==> src/rtl/pipe_pkg.sv <==
// Shared definitions for the parametrised pipeline stage register.
// Control bit positions and data field offsets match the legacy fixed-field
// stage registers, so downstream decode of ctrl_o/data_o is unchanged.
package pipe_pkg;

    // Control bundle bit indices
    localparam int unsigned REGDST     = 0;
    localparam int unsigned ALUSRC     = 1;
    localparam int unsigned ALUOP_LSB  = 2;   // ALUOP[1:0] occupies bits 3:2
    localparam int unsigned ALUOP_MSB  = 3;
    localparam int unsigned MEMREAD    = 4;
    localparam int unsigned MEMWRITE   = 5;
    localparam int unsigned BRANCH     = 6;
    localparam int unsigned JAL        = 7;
    localparam int unsigned REGWRITE   = 8;
    localparam int unsigned MEMTOREG   = 9;
    localparam int unsigned SLTI       = 10;
    localparam int unsigned SHIFTER    = 11;
    localparam int unsigned MFHI       = 12;
    localparam int unsigned MFLO       = 13;

    localparam int unsigned CTRL_W_DEFAULT = 16;
    localparam int unsigned DATA_W_DEFAULT = 128;

    // Data bundle field offsets (LSB position) and widths
    localparam int unsigned RD1_LSB     = 0;
    localparam int unsigned RD1_W       = 32;
    localparam int unsigned RD2_LSB     = 32;
    localparam int unsigned RD2_W       = 32;
    localparam int unsigned IMM_LSB     = 64;
    localparam int unsigned IMM_W       = 16;
    localparam int unsigned RT_LSB      = 80;
    localparam int unsigned RT_W        = 5;
    localparam int unsigned RD_LSB      = 85;
    localparam int unsigned RD_W        = 5;
    localparam int unsigned FUNCT_LSB   = 90;
    localparam int unsigned FUNCT_W     = 6;
    localparam int unsigned SHAMT_LSB   = 96;
    localparam int unsigned SHAMT_W     = 5;
    // pc_incr is kept as a word address (byte pc bits 28:2)
    localparam int unsigned PC_INCR_LSB = 101;
    localparam int unsigned PC_INCR_W   = 27;

    typedef logic [CTRL_W_DEFAULT-1:0] ctrl_t;

    // No write-enables asserted: safe value for bubbles and reset
    localparam ctrl_t CTRL_NOP = '0;

endpackage

==> src/rtl/pipe_stage_slot.sv <==
// One register slot of the stage register: valid, control and data flops.
// Priority per edge is flush > stall > advance; a slot that is not valid
// always carries CTRL_RST so write-enables can never leak downstream.
module pipe_stage_slot
    import pipe_pkg::*;
#(
    parameter int unsigned         CTRL_W   = CTRL_W_DEFAULT,
    parameter int unsigned         DATA_W   = DATA_W_DEFAULT,
    parameter logic [CTRL_W-1:0]   CTRL_RST = '0
) (
    input  logic              clk,
    input  logic              rst_n,
    input  logic              stall_i,
    input  logic              flush_i,
    input  logic              valid_i,
    input  logic [CTRL_W-1:0] ctrl_i,
    input  logic [DATA_W-1:0] data_i,
    output logic              valid_o,
    output logic [CTRL_W-1:0] ctrl_o,
    output logic [DATA_W-1:0] data_o
);

    logic              valid_d, valid_q;
    logic [CTRL_W-1:0] ctrl_d, ctrl_q;
    logic [DATA_W-1:0] data_d, data_q;

    // Next-state selection: flush kills, stall holds, otherwise capture
    always_comb begin
        valid_d = valid_q;
        ctrl_d  = ctrl_q;
        data_d  = data_q;
        if (flush_i) begin
            valid_d = 1'b0;
            ctrl_d  = CTRL_RST;
            // data deliberately held to avoid needless toggling
        end else if (!stall_i) begin
            valid_d = valid_i;
            ctrl_d  = valid_i ? ctrl_i : CTRL_RST;
            data_d  = data_i;
        end
    end

    // Slot flops with asynchronous clear
    always_ff @(posedge clk or negedge rst_n) begin
        if (!rst_n) begin
            valid_q <= 1'b0;
            ctrl_q  <= CTRL_RST;
            data_q  <= '0;
        end else begin
            valid_q <= valid_d;
            ctrl_q  <= ctrl_d;
            data_q  <= data_d;
        end
    end

    assign valid_o = valid_q;
    assign ctrl_o  = ctrl_q;
    assign data_o  = data_q;

endmodule

==> src/rtl/pipe_stage_reg.sv <==
// Parametrised inter-stage pipeline register: DEPTH slots in series, each
// carrying valid/ctrl/data, with stall, flush and bubble handling.
// Optional performance counters are built when PIPE_STAGE_REG_PERF_EN is
// defined; otherwise stall_cnt_o/flush_cnt_o are tied to zero.
module pipe_stage_reg
    import pipe_pkg::*;
#(
    parameter int unsigned       CTRL_W   = CTRL_W_DEFAULT,
    parameter int unsigned       DATA_W   = DATA_W_DEFAULT,
    parameter int unsigned       DEPTH    = 1,
    parameter logic [CTRL_W-1:0] CTRL_RST = CTRL_W'(CTRL_NOP)
) (
    input  logic                       clk,
    input  logic                       rst_n,
    input  logic                       stall_i,
    input  logic                       flush_i,
    input  logic                       valid_i,
    input  logic [CTRL_W-1:0]          ctrl_i,
    input  logic [DATA_W-1:0]          data_i,
    output logic                       valid_o,
    output logic [CTRL_W-1:0]          ctrl_o,
    output logic [DATA_W-1:0]          data_o,
    output logic [$clog2(DEPTH+1)-1:0] occupancy_o,
    output logic [31:0]                stall_cnt_o,
    output logic [31:0]                flush_cnt_o
);

    localparam int unsigned OCC_W = $clog2(DEPTH + 1);

    if (DEPTH < 1 || DEPTH > 4) begin : g_bad_depth
        $error("pipe_stage_reg: DEPTH must be in 1..4");
    end

    logic              valid_s [DEPTH];
    logic [CTRL_W-1:0] ctrl_s  [DEPTH];
    logic [DATA_W-1:0] data_s  [DEPTH];

    for (genvar k = 0; k < DEPTH; k++) begin : g_slot
        logic              in_valid;
        logic [CTRL_W-1:0] in_ctrl;
        logic [DATA_W-1:0] in_data;

        if (k == 0) begin : g_head
            assign in_valid = valid_i;
            assign in_ctrl  = ctrl_i;
            assign in_data  = data_i;
        end else begin : g_chain
            assign in_valid = valid_s[k-1];
            assign in_ctrl  = ctrl_s[k-1];
            assign in_data  = data_s[k-1];
        end

        pipe_stage_slot #(
            .CTRL_W   (CTRL_W),
            .DATA_W   (DATA_W),
            .CTRL_RST (CTRL_RST)
        ) u_slot (
            .clk     (clk),
            .rst_n   (rst_n),
            .stall_i (stall_i),
            .flush_i (flush_i),
            .valid_i (in_valid),
            .ctrl_i  (in_ctrl),
            .data_i  (in_data),
            .valid_o (valid_s[k]),
            .ctrl_o  (ctrl_s[k]),
            .data_o  (data_s[k])
        );
    end

    assign valid_o = valid_s[DEPTH-1];
    assign ctrl_o  = ctrl_s[DEPTH-1];
    assign data_o  = data_s[DEPTH-1];

    logic [OCC_W-1:0] occ_d, occ_q;

    // Occupancy tracks the valid bits the slots will hold after this edge
    always_comb begin
        occ_d = occ_q;
        if (flush_i) begin
            occ_d = '0;
        end else if (!stall_i) begin
            occ_d = OCC_W'(valid_i);
            for (int k = 0; k < int'(DEPTH) - 1; k++) begin
                occ_d = occ_d + OCC_W'(valid_s[k]);
            end
        end
    end

    // Occupancy register
    always_ff @(posedge clk or negedge rst_n) begin
        if (!rst_n) begin
            occ_q <= '0;
        end else begin
            occ_q <= occ_d;
        end
    end

    assign occupancy_o = occ_q;

`ifdef PIPE_STAGE_REG_PERF_EN
    logic [31:0] stall_cnt_d, stall_cnt_q;
    logic [31:0] flush_cnt_d, flush_cnt_q;

    // Saturating counters: stalls holding a real instruction, effective flushes
    always_comb begin
        stall_cnt_d = stall_cnt_q;
        flush_cnt_d = flush_cnt_q;
        if (stall_i && !flush_i && valid_o && (stall_cnt_q != 32'hFFFF_FFFF)) begin
            stall_cnt_d = stall_cnt_q + 32'd1;
        end
        if (flush_i && ((occ_q != '0) || valid_i) && (flush_cnt_q != 32'hFFFF_FFFF)) begin
            flush_cnt_d = flush_cnt_q + 32'd1;
        end
    end

    // Counter registers
    always_ff @(posedge clk or negedge rst_n) begin
        if (!rst_n) begin
            stall_cnt_q <= '0;
            flush_cnt_q <= '0;
        end else begin
            stall_cnt_q <= stall_cnt_d;
            flush_cnt_q <= flush_cnt_d;
        end
    end

    assign stall_cnt_o = stall_cnt_q;
    assign flush_cnt_o = flush_cnt_q;
`else
    assign stall_cnt_o = '0;
    assign flush_cnt_o = '0;
`endif

endmodule

==> config.mk <==
export PLATFORM = sky130hd
export DESIGN_NAME = pipe_stage_reg
export DESIGN_NICKNAME = d
export VERILOG_FILES = /design/src/rtl/pipe_pkg.sv /design/src/rtl/pipe_stage_slot.sv /design/src/rtl/pipe_stage_reg.sv
export SDC_FILE = /design/constraint.sdc
export NUM_CORES = 1
export LEC_CHECK = 0
export CORE_ASPECT_RATIO = 0.7
export CORE_MARGIN = 2
export CORE_UTILIZATION = 35
export DETAILED_ROUTE_END_ITERATION = 6
export PLACE_DENSITY = 0.8
export REMOVE_ABC_BUFFERS = 1
export SLEW_MARGIN = 20
export SYNTH_ARGS = -nofsm -noshare
export SYNTH_HDL_FRONTEND = slang
export SYNTH_SLANG_ARGS = --single-unit
==> constraint.sdc <==
create_clock -name clk -period 1 [get_ports clk]
set_input_delay 0.2 -clock clk [delete_from_list [all_inputs] [get_ports clk]]
set_output_delay 0.2 -clock clk [all_outputs]
set_load 0.005 [all_outputs]
==> run summary, run 1 <==
WL met3 = 1535 um
DRC errors left = 0
flops & latches, synth = 145
Total GRT Usage = 18.22%
final hold violations = 0
CTS tree = built
met2 WL = 8645 um
DP Area = 0.009510 mm^2
CP required = 0.80 ns
post-synthesis mux area share = 27.50%
port bufs = 294
layout cells sized above 1 = 52.74%
post-synthesis sequential area ratio = 58.73%
CP max stage delay = 0.40 ns
clock root cell = clkbuf_16
total power = 17.77 mW
initial antenna violation count = 0
worst hold slack = 0.1453 ns
Critical Path Fanout Max = 2
xor/xnor share of the synthesized area = 0%
area leader, netlist = dfrtp_1
top_reg_cell synth = dfrtp_1
Clock Sinks = 145
Yosys warnings = 0
wire length on met1 = 7139 um
Most common cell on crit path = buf_6
Clock Tree Buf Depth = 2
DR pass1 iterations = 4
Hold/Removal Path Class = in -> reg
compound-gate portion of the synthesized area = 2.430%
die area = 0.01875 mm^2
initial DRC count = 182
# setup viols final = 147
critical path's slowest cell = dfrtp_1
Die Wd = 162.8 um
run status = complete, but fails checks
Ant. Diodes = 0
total grt overflow = 0
die height = 115.2 um
Final HPWL DP = 12280 um
Final Instance Area = 0.01004 mm^2
pre-CTS setup slack = -0.8806 ns
CP Capture Type = output pin
Num CTS Buffers = 17
Tcrit/Tclk final = 124.5%
DRT antenna net count = 0
crit-path cells = buf_6 -> buf_6
Worst-Margin Slew = 0.5622 ns
std cell rows = 40
share of the synthesized area in the top cell type = 58.73%
via count = 4426
Mapped Area = 0.006178 mm^2
P_leak = 4.877 nW
Routed WL per cell = 16.92 um
Simple-Gate Fraction of Synth Area = 0.7088%
most common library cells after synthesis = dfrtp_1 (145), mux2_4 (66), buf_4 (65)
Layout Nets = 938
Worst Skew = 0 ns
TNS Setup = -17.81 ns
RSZ-0062 raised after global routing = true
Crit Path Class = reg -> out
vias per cell = 4.285
CTS clk-pin slew, worst paths = 0.06 ns
CORE AREA = 0.01722 mm^2
WP data arrival = 1.04 ns
first-pass GRT wire length = 26120 um
post-synthesis cell type count = 17
top-count cell post-synth = dfrtp_1
CP startpoint kind = register
largest net degree at the start of global routing = 33
Initial Utilization = 35.89%
Max Fclk = 803.4 MHz
Setup WS post-layout = -0.2448 ns
ranking of synthesized cells by area = dfrtp_1 (59%), mux2_4 (16%), mux2_2 (11%)
Synth Instances = 382
PwrDens = 1771 mW/mm^2
Post-synth EDFFs = 0
highest routing layer actually used = met4
Avg Cell Area, Syn = 16.17 um^2
Skew-Pair Late Insertion Delay = 0.41 ns
relative slew slack = 62.35%
Slew Limit Fails = 0
Worst VDD drop = 805.7 uV
final WL = 17480 um
main combinational cell family by area after synthesis = multiplexers
vias in the first global route = 4718
Placer Congestion = 0.8058
I/O pin count = 359
filler cell count = 1363
Adder-Cell Fraction of Synth Area = 0%
failing checks = setup timing
CTS HTree Levels = 4
Area growth, synth to finish = 62.45%
Post-synth ARST share = 100.0%
number of max-cap violations = 0
Period minus WS final = 1.245 ns
[state kept, by name (all words and copies together) (netlist names)]
register / count
g_slot.u_slot.ctrl_o: 16
g_slot.u_slot.data_o: 128
g_slot.u_slot.valid_o: 1
[critical path: cells and delay by family, from the launching register on]
kind / cells / cell delay (ns)
buffers and inverters: 2 / 0.23
DFF: 1 / 0.40
[metrics by stage]
step | util, % | instances
6_report | 58.30 | 1033
5_1_grt | 58.30 | 1033
4_1_cts | 57.54 | 1021
3_5_place_dp | 55.24 | 938
3_3_place_gp | 55.24 | 938
2_1_floorplan | - | 361
[report_power, final]
part / internal (mW) / switching, mW / total, mW
Combinational: 2.58 / 1.32 / 3.90
Clock: 4.27 / 2.51 / 6.78
Sequential: 6.66 / 0.435 / 7.10
Total: 13.5 / 4.26 / 17.8
[layer usage]
metal / vias up / track usage [%]
met5: - / 0
li1: 2028 / -
met2: 193 / 29.92
met3: 13 / 7.035
met4: 0 / 5.900
met1: 2192 / 22.28
[repair_timing]
item                                    in CTS  in global routing
hold buffers                                 1                  0
gates resized for setup                    603                 16
pin swaps                                    1                  1
endpoints found under the setup margin     288                166
gates cloned                                 4                  0
setup buffers                               48                 23
endpoints found under the hold margin       88                  0
[cell usage in the layout (no fill, tap or decap), types with 14 or more instances in the layout]
cell             Yosys  final
mux2_4              66     69
buf_6                2     18
dfrtp_1            145    145
a32o_1              14     14
mux2_2              62     59
clkdlybuf4s50_1      0    145
buf_2                9    147
conb_1               1     64
clkbuf_16            0     17
buf_4               65     82
[worst paths after layout]
check / start / end / slack, ns / depth (start not counted)
worst min-delay path: flush_i / g_slot[0].u_slot.valid_o / 0.15 / 3
max in group asynchronous: rst_n / g_slot[0].u_slot.ctrl_o[14] / 0.25 / 3
worst max-delay path: g_slot[0].u_slot.valid_o / valid_o / -0.24 / 2
worst min register to register: g_slot[0].u_slot.data_o[29] / g_slot[0].u_slot.data_o[29] / 0.51 / 1
worst max register to register: g_slot[0].u_slot.data_o[112] / g_slot[0].u_slot.data_o[112] / -0.01 / 3
min in group asynchronous: rst_n / g_slot[0].u_slot.data_o[25] / 0.25 / 2
[final cells by class]
cell class,count,area (um^2),share of cell area [%]
Clock buffer,20,446.7,4.450
Clock inverter,12,177.7,1.770
Multi-Input combinational cell,216,2147,21.39
Sequential cell,145,3628,36.15
Tap cell,231,289.0,2.880
Timing Repair Buffer,409,3348,33.36
[logic make-up after synthesis]
family / Yosys count
flops: 145
mux: 129
buf+inv: 84
compound gates: 16
simple gates: 7
other cells: 1
Note: power is estimated with default switching activity, not from simulation.
==> run 2, diff against run 1 <==
- GPL_TIMING_DRIVEN: not set -> 0
- SLEW_MARGIN: 20 -> not set
==> run summary, run 2 (synthesis gave the netlist of run 1 again) <==
run status = complete, but fails checks
failing checks = hold timing, setup timing
Area growth, synth to finish = 60.04%
Max Fclk = 870.7 MHz
CORE AREA = 0.01722 mm^2
filler cell count = 1379
largest net degree at the start of global routing = 77
I/O pin count = 359
commonest non-fill, non-tap cell in the layout = buf_2
CP required = 0.80 ns
number of max-cap violations = 0
Worst VDD drop = 920.9 uV
RSZ-0062 raised after global routing = true
Ant. Diodes = 0
Sequential cell area = 0.003628 mm^2
multi-input logic area = 0.002173 mm^2
Initial Utilization = 35.89%
Final HPWL DP = 11020 um
via count = 4365
Num CTS Buffers = 17
vias per cell = 4.326
Die Wd = 162.8 um
worst reg-to-reg path cell count = 3
sw power = 4.100 mW
final WL = 16880 um
CTS clk-pin slew, worst paths = 0.06 ns
Critical Path Fanout Max = 2
first-pass GRT wire length = 25010 um
Worst Skew = 0 ns
clock root cell = clkbuf_16
# setup viols final = 151
port bufs = 294
Routed WL per cell = 16.73 um
reg-to-reg startpoint = g_slot[0].u_slot.data_o[102]
most frequent cells in the layout = buf_2 (146), dfrtp_1 (145), clkdlybuf4s50_1 (144)
Crit Path Class = reg -> out
critical path's slowest cell = dfrtp_1
Flop pwr share = 41.0%
Layout Nets = 916
Internal = 13.15 mW
CTS tree = built
Placer Congestion = 0.7725
initial DRC count = 182
initial antenna violation count = 0
Worst Path Buf+Inv = 1
CP max stage delay = 0.39 ns
dpl cells = 892
DR pass1 iterations = 4
Top delay family on crit path = flip-flops
Tcrit/Tclk final = 114.8%
Period minus WS final = 1.148 ns
CP Capture Type = output pin
P_leak = 4.796 nW
WP data arrival = 0.95 ns
final hold violations = 69
CP startpoint kind = register
Non-Filler Instances = 1009
Clock Sinks = 145
relative slew slack = 54.85%
Final Instance Area = 0.009888 mm^2
total grt overflow = 0
Worst-Margin Slew = 0.6772 ns
Util after Layout = 57.43%
die height = 115.2 um
max reg flops = 128
layout cells sized above 1 = 51.29%
worst hold slack = -0.2129 ns
Hold/Removal Path Class = in -> async
Setup WS post-layout = -0.1485 ns
Clock Tree Buf Depth = 2
Crit Reg-Reg Endpoint = g_slot[0].u_slot.data_o[102]
combinational share of power = 22.1%
PwrDens = 1744 mW/mm^2
die area = 0.01875 mm^2
Total GRT Usage = 17.35%
sw frac = 23.78%
pre-CTS setup slack = -1.425 ns
DRC errors left = 0
Slew Limit Fails = 0
crit-path cells = buf_2
std cell rows = 40
CTS HTree Levels = 4
DP Area = 0.009130 mm^2
r2r setup slk = -0.01 ns
DRT antenna net count = 0
clock network power share = 36.8%
vias in the first global route = 4600
Skew-Pair Late Insertion Delay = 0.41 ns
==> run 2: cell count changes in the layout (fill, tap and decap cells not counted), moves of 4 or more <==
cell | previous run | this run
buf_6 | 18 | 7
buf_4 | 82 | 73
buf_12 | 11 | 3
mux2_2 | 59 | 52
mux2_4 | 69 | 76
buf_16 | 3 | 8
inv_6 | 4 | 0
==> run 2: per-stage QoR <==
stage               total power, mW  setup TNS, ns
floorplan                     8.432        -324.62
detailed placement            11.07        -165.96
CTS                           17.16         -20.14
global route                  18.06         -23.42
global placement              10.95       -1345.34
finish                        17.25         -16.54
==> run 2: cell type report <==
type                    instances  area share [%]
flip-flops and latches        145           36.69
repair buffers                387           32.49
multi-input cells             216           21.98
clock buffers                  20           4.517
well taps                     231           2.923
clock inverters                10           1.392
==> run 2: worst max-delay path by stage <==
stage / start / end / slack (ns) / cells after the start
after floorplan: flush_i / g_slot[0].u_slot.data_o[0] / -2.34 / 2
after global placement: rst_n / g_slot[0].u_slot.data_o[105] / -5.70 / 1
after detailed placement: stall_i / g_slot[0].u_slot.data_o[51] / -1.43 / 6
after CTS: g_slot[0].u_slot.data_o[100] / data_o[100] / -0.17 / 1
after global routing: g_slot[0].u_slot.data_o[100] / data_o[100] / -0.19 / 1
final: g_slot[0].u_slot.data_o[100] / data_o[100] / -0.15 / 1
==> run 2: timing repair <==
action                     in CTS  in global routing
setup endpoints to repair     290                170
resized for setup             606                 13
setup buffers                  54                 25
gates cloned                    6                  2
pin swaps                       1                  1
hold endpoints to repair       69                 72
==> run 2: power groups by stage <==
stage                     logic (mW)  registers (mW)  clock network, mW
after floorplan                 1.21            7.23                  0
after global placement          3.79            7.16                  0
after detailed placement        3.86            7.20                  0
after CTS                       3.58            7.07               6.51
after global routing            4.10            7.17               6.80
final                           3.82            7.08               6.35
==> run 2: metal layers <==
metal  vias to the layer above  track usage, %  share of wire, %
met2                       194           29.55                50
met3                        13           7.215               9.0
met1                      2180           20.22                40
met4                         0           5.133               1.0
li1                       1978               -                 -
met5                         -               0                 0
==> run 3, diff against run 2 <==
- PLACE_DENSITY: 0.8 -> not set
- PLACE_DENSITY_LB_ADDON: not set -> 0.05
==> run summary, run 3 (synthesis gave the netlist of run 1 again) <==
run status = complete, but fails checks
failing checks = hold timing, setup timing
DR pass1 iterations = 4
worst hold slack = -0.2166 ns
Total GRT Usage = 18.00%
Max Fclk = 872.3 MHz
max reg flops = 128
RSZ-0062 raised after global routing = true
Die Wd = 162.8 um
total grt overflow = 0
PwrDens = 1767 mW/mm^2
critical path's slowest cell = dfrtp_1
Slew Limit Fails = 0
Worst Skew = 0 ns
Layout Nets = 915
final WL = 17560 um
WP data arrival = 0.95 ns
Clock Tree Buf Depth = 2
I/O pin count = 359
relative slew slack = 55.22%
post-cts hold buffer count = 1
CP max stage delay = 0.40 ns
Period minus WS final = 1.146 ns
highest routing layer actually used = met5
commonest non-fill, non-tap cell in the layout = dfrtp_1
port bufs = 294
P_leak = 4.941 nW
std cell rows = 40
CP startpoint kind = register
die area = 0.01875 mm^2
clock root cell = clkbuf_16
CTS tree = built
final hold violations = 69
Final Instance Area = 0.01013 mm^2
DP Area = 0.009165 mm^2
WL met3 = 1672 um
Crit Path Class = reg -> out
Top delay family on crit path = flip-flops
met2 WL = 8347 um
first-pass GRT wire length = 25410 um
Initial Utilization = 35.89%
vias in the first global route = 4425
TNS Setup = -16.73 ns
Placer Congestion = 0.7569
Worst-Margin Slew = 0.6716 ns
Setup WS post-layout = -0.1465 ns
Final HPWL DP = 11520 um
Tcrit/Tclk final = 114.6%
wire length on met1 = 7361 um
DRC errors left = 0
most frequent cells in the layout = dfrtp_1 (145), clkdlybuf4s50_1 (144), buf_2 (141)
pre-CTS setup slack = -1.708 ns
Skew-Pair Late Insertion Delay = 0.41 ns
Critical Path Fanout Max = 2
crit-path cells = buf_2
Routed WL per cell = 17.38 um
Clock Sinks = 145
Num CTS Buffers = 17
Worst VDD drop = 1038 uV
Hold/Removal Path Class = in -> async
Worst Path Buf+Inv = 1
largest net degree at the start of global routing = 77
total power = 17.90 mW
CORE AREA = 0.01722 mm^2
# setup viols final = 147
via count = 4296
CP required = 0.80 ns
CP Capture Type = output pin
number of max-cap violations = 0
vias per cell = 4.253
DRT antenna net count = 0
CTS clk-pin slew, worst paths = 0.06 ns
Ant. Diodes = 0
Area growth, synth to finish = 63.93%
initial DRC count = 158
die height = 115.2 um
initial antenna violation count = 1
layout cells sized above 1 = 51.22%
CTS HTree Levels = 4
-- run 3: changes by cell type in the layout (fill, tap and decap cells not counted), moves of 3 or more --
cell / previous run / this run
mux2_2: 52 / 27
mux2_4: 76 / 101
buf_4: 73 / 64
buf_6: 7 / 14
buf_12: 3 / 8
buf_2: 146 / 141
clkbuf_8: 1 / 4
-- run 3: worst paths after layout --
kind	startpoint	end	cells after the start	slack, ns
setup reg to reg	g_slot[0].u_slot.data_o[80]	g_slot[0].u_slot.data_o[80]	3	0
hold reg to reg	g_slot[0].u_slot.ctrl_o[3]	g_slot[0].u_slot.ctrl_o[3]	1	0.49
max in group asynchronous	rst_n	g_slot[0].u_slot.data_o[88]	2	0.40
hold / removal	rst_n	g_slot[0].u_slot.data_o[55]	1	-0.22
min in group clk	stall_i	g_slot[0].u_slot.ctrl_o[15]	3	0.06
setup / recovery	g_slot[0].u_slot.ctrl_o[5]	ctrl_o[5]	1	-0.15
-- run 3: what timing repair did --
action / 4_1_cts / 5_1_grt
gates cloned: 7 / 2
setup buffers: 52 / 30
hold endpoints to repair: 72 / 69
gates resized for setup: 627 / 31
pin swaps: 1 / 1
endpoints found under the setup margin: 290 / 237
-- run 3: where the power goes --
group / internal (mW) / total, mW / switching, mW
Combinational: 2.67 / 3.99 / 1.32
Sequential: 6.66 / 7.06 / 0.392
Clock: 4.45 / 6.86 / 2.41
Total: 13.8 / 17.9 / 4.12
-- run 3: layer usage --
| layer | GRT usage [%] | vias to the layer above |
|---|---|---|
| met3 | 7.684 | 18 |
| met1 | 21.93 | 2122 |
| met5 | 0 | - |
| li1 | - | 1967 |
| met2 | 29.60 | 187 |
| met4 | 4.779 | 2 |
-- run 3: final cells by class --
class	instances	area (um^2)
fillers	1415	7088
flip-flops and latches	145	3628
repair buffers	386	3302
multi-input cells	216	2267
clock buffers	24	491.7
well taps	231	289.0
clock inverters	8	150.1
-- run 3: stage by stage --
stage	hold slack (ns)	util, %	std cells
floorplan	-0.09559	-	361
global placement	0.4743	52.24	886
detailed placement	0.2612	53.23	893
CTS	-0.1920	57.18	984
global route	-0.1719	58.83	1010
finish	-0.2166	58.83	1010
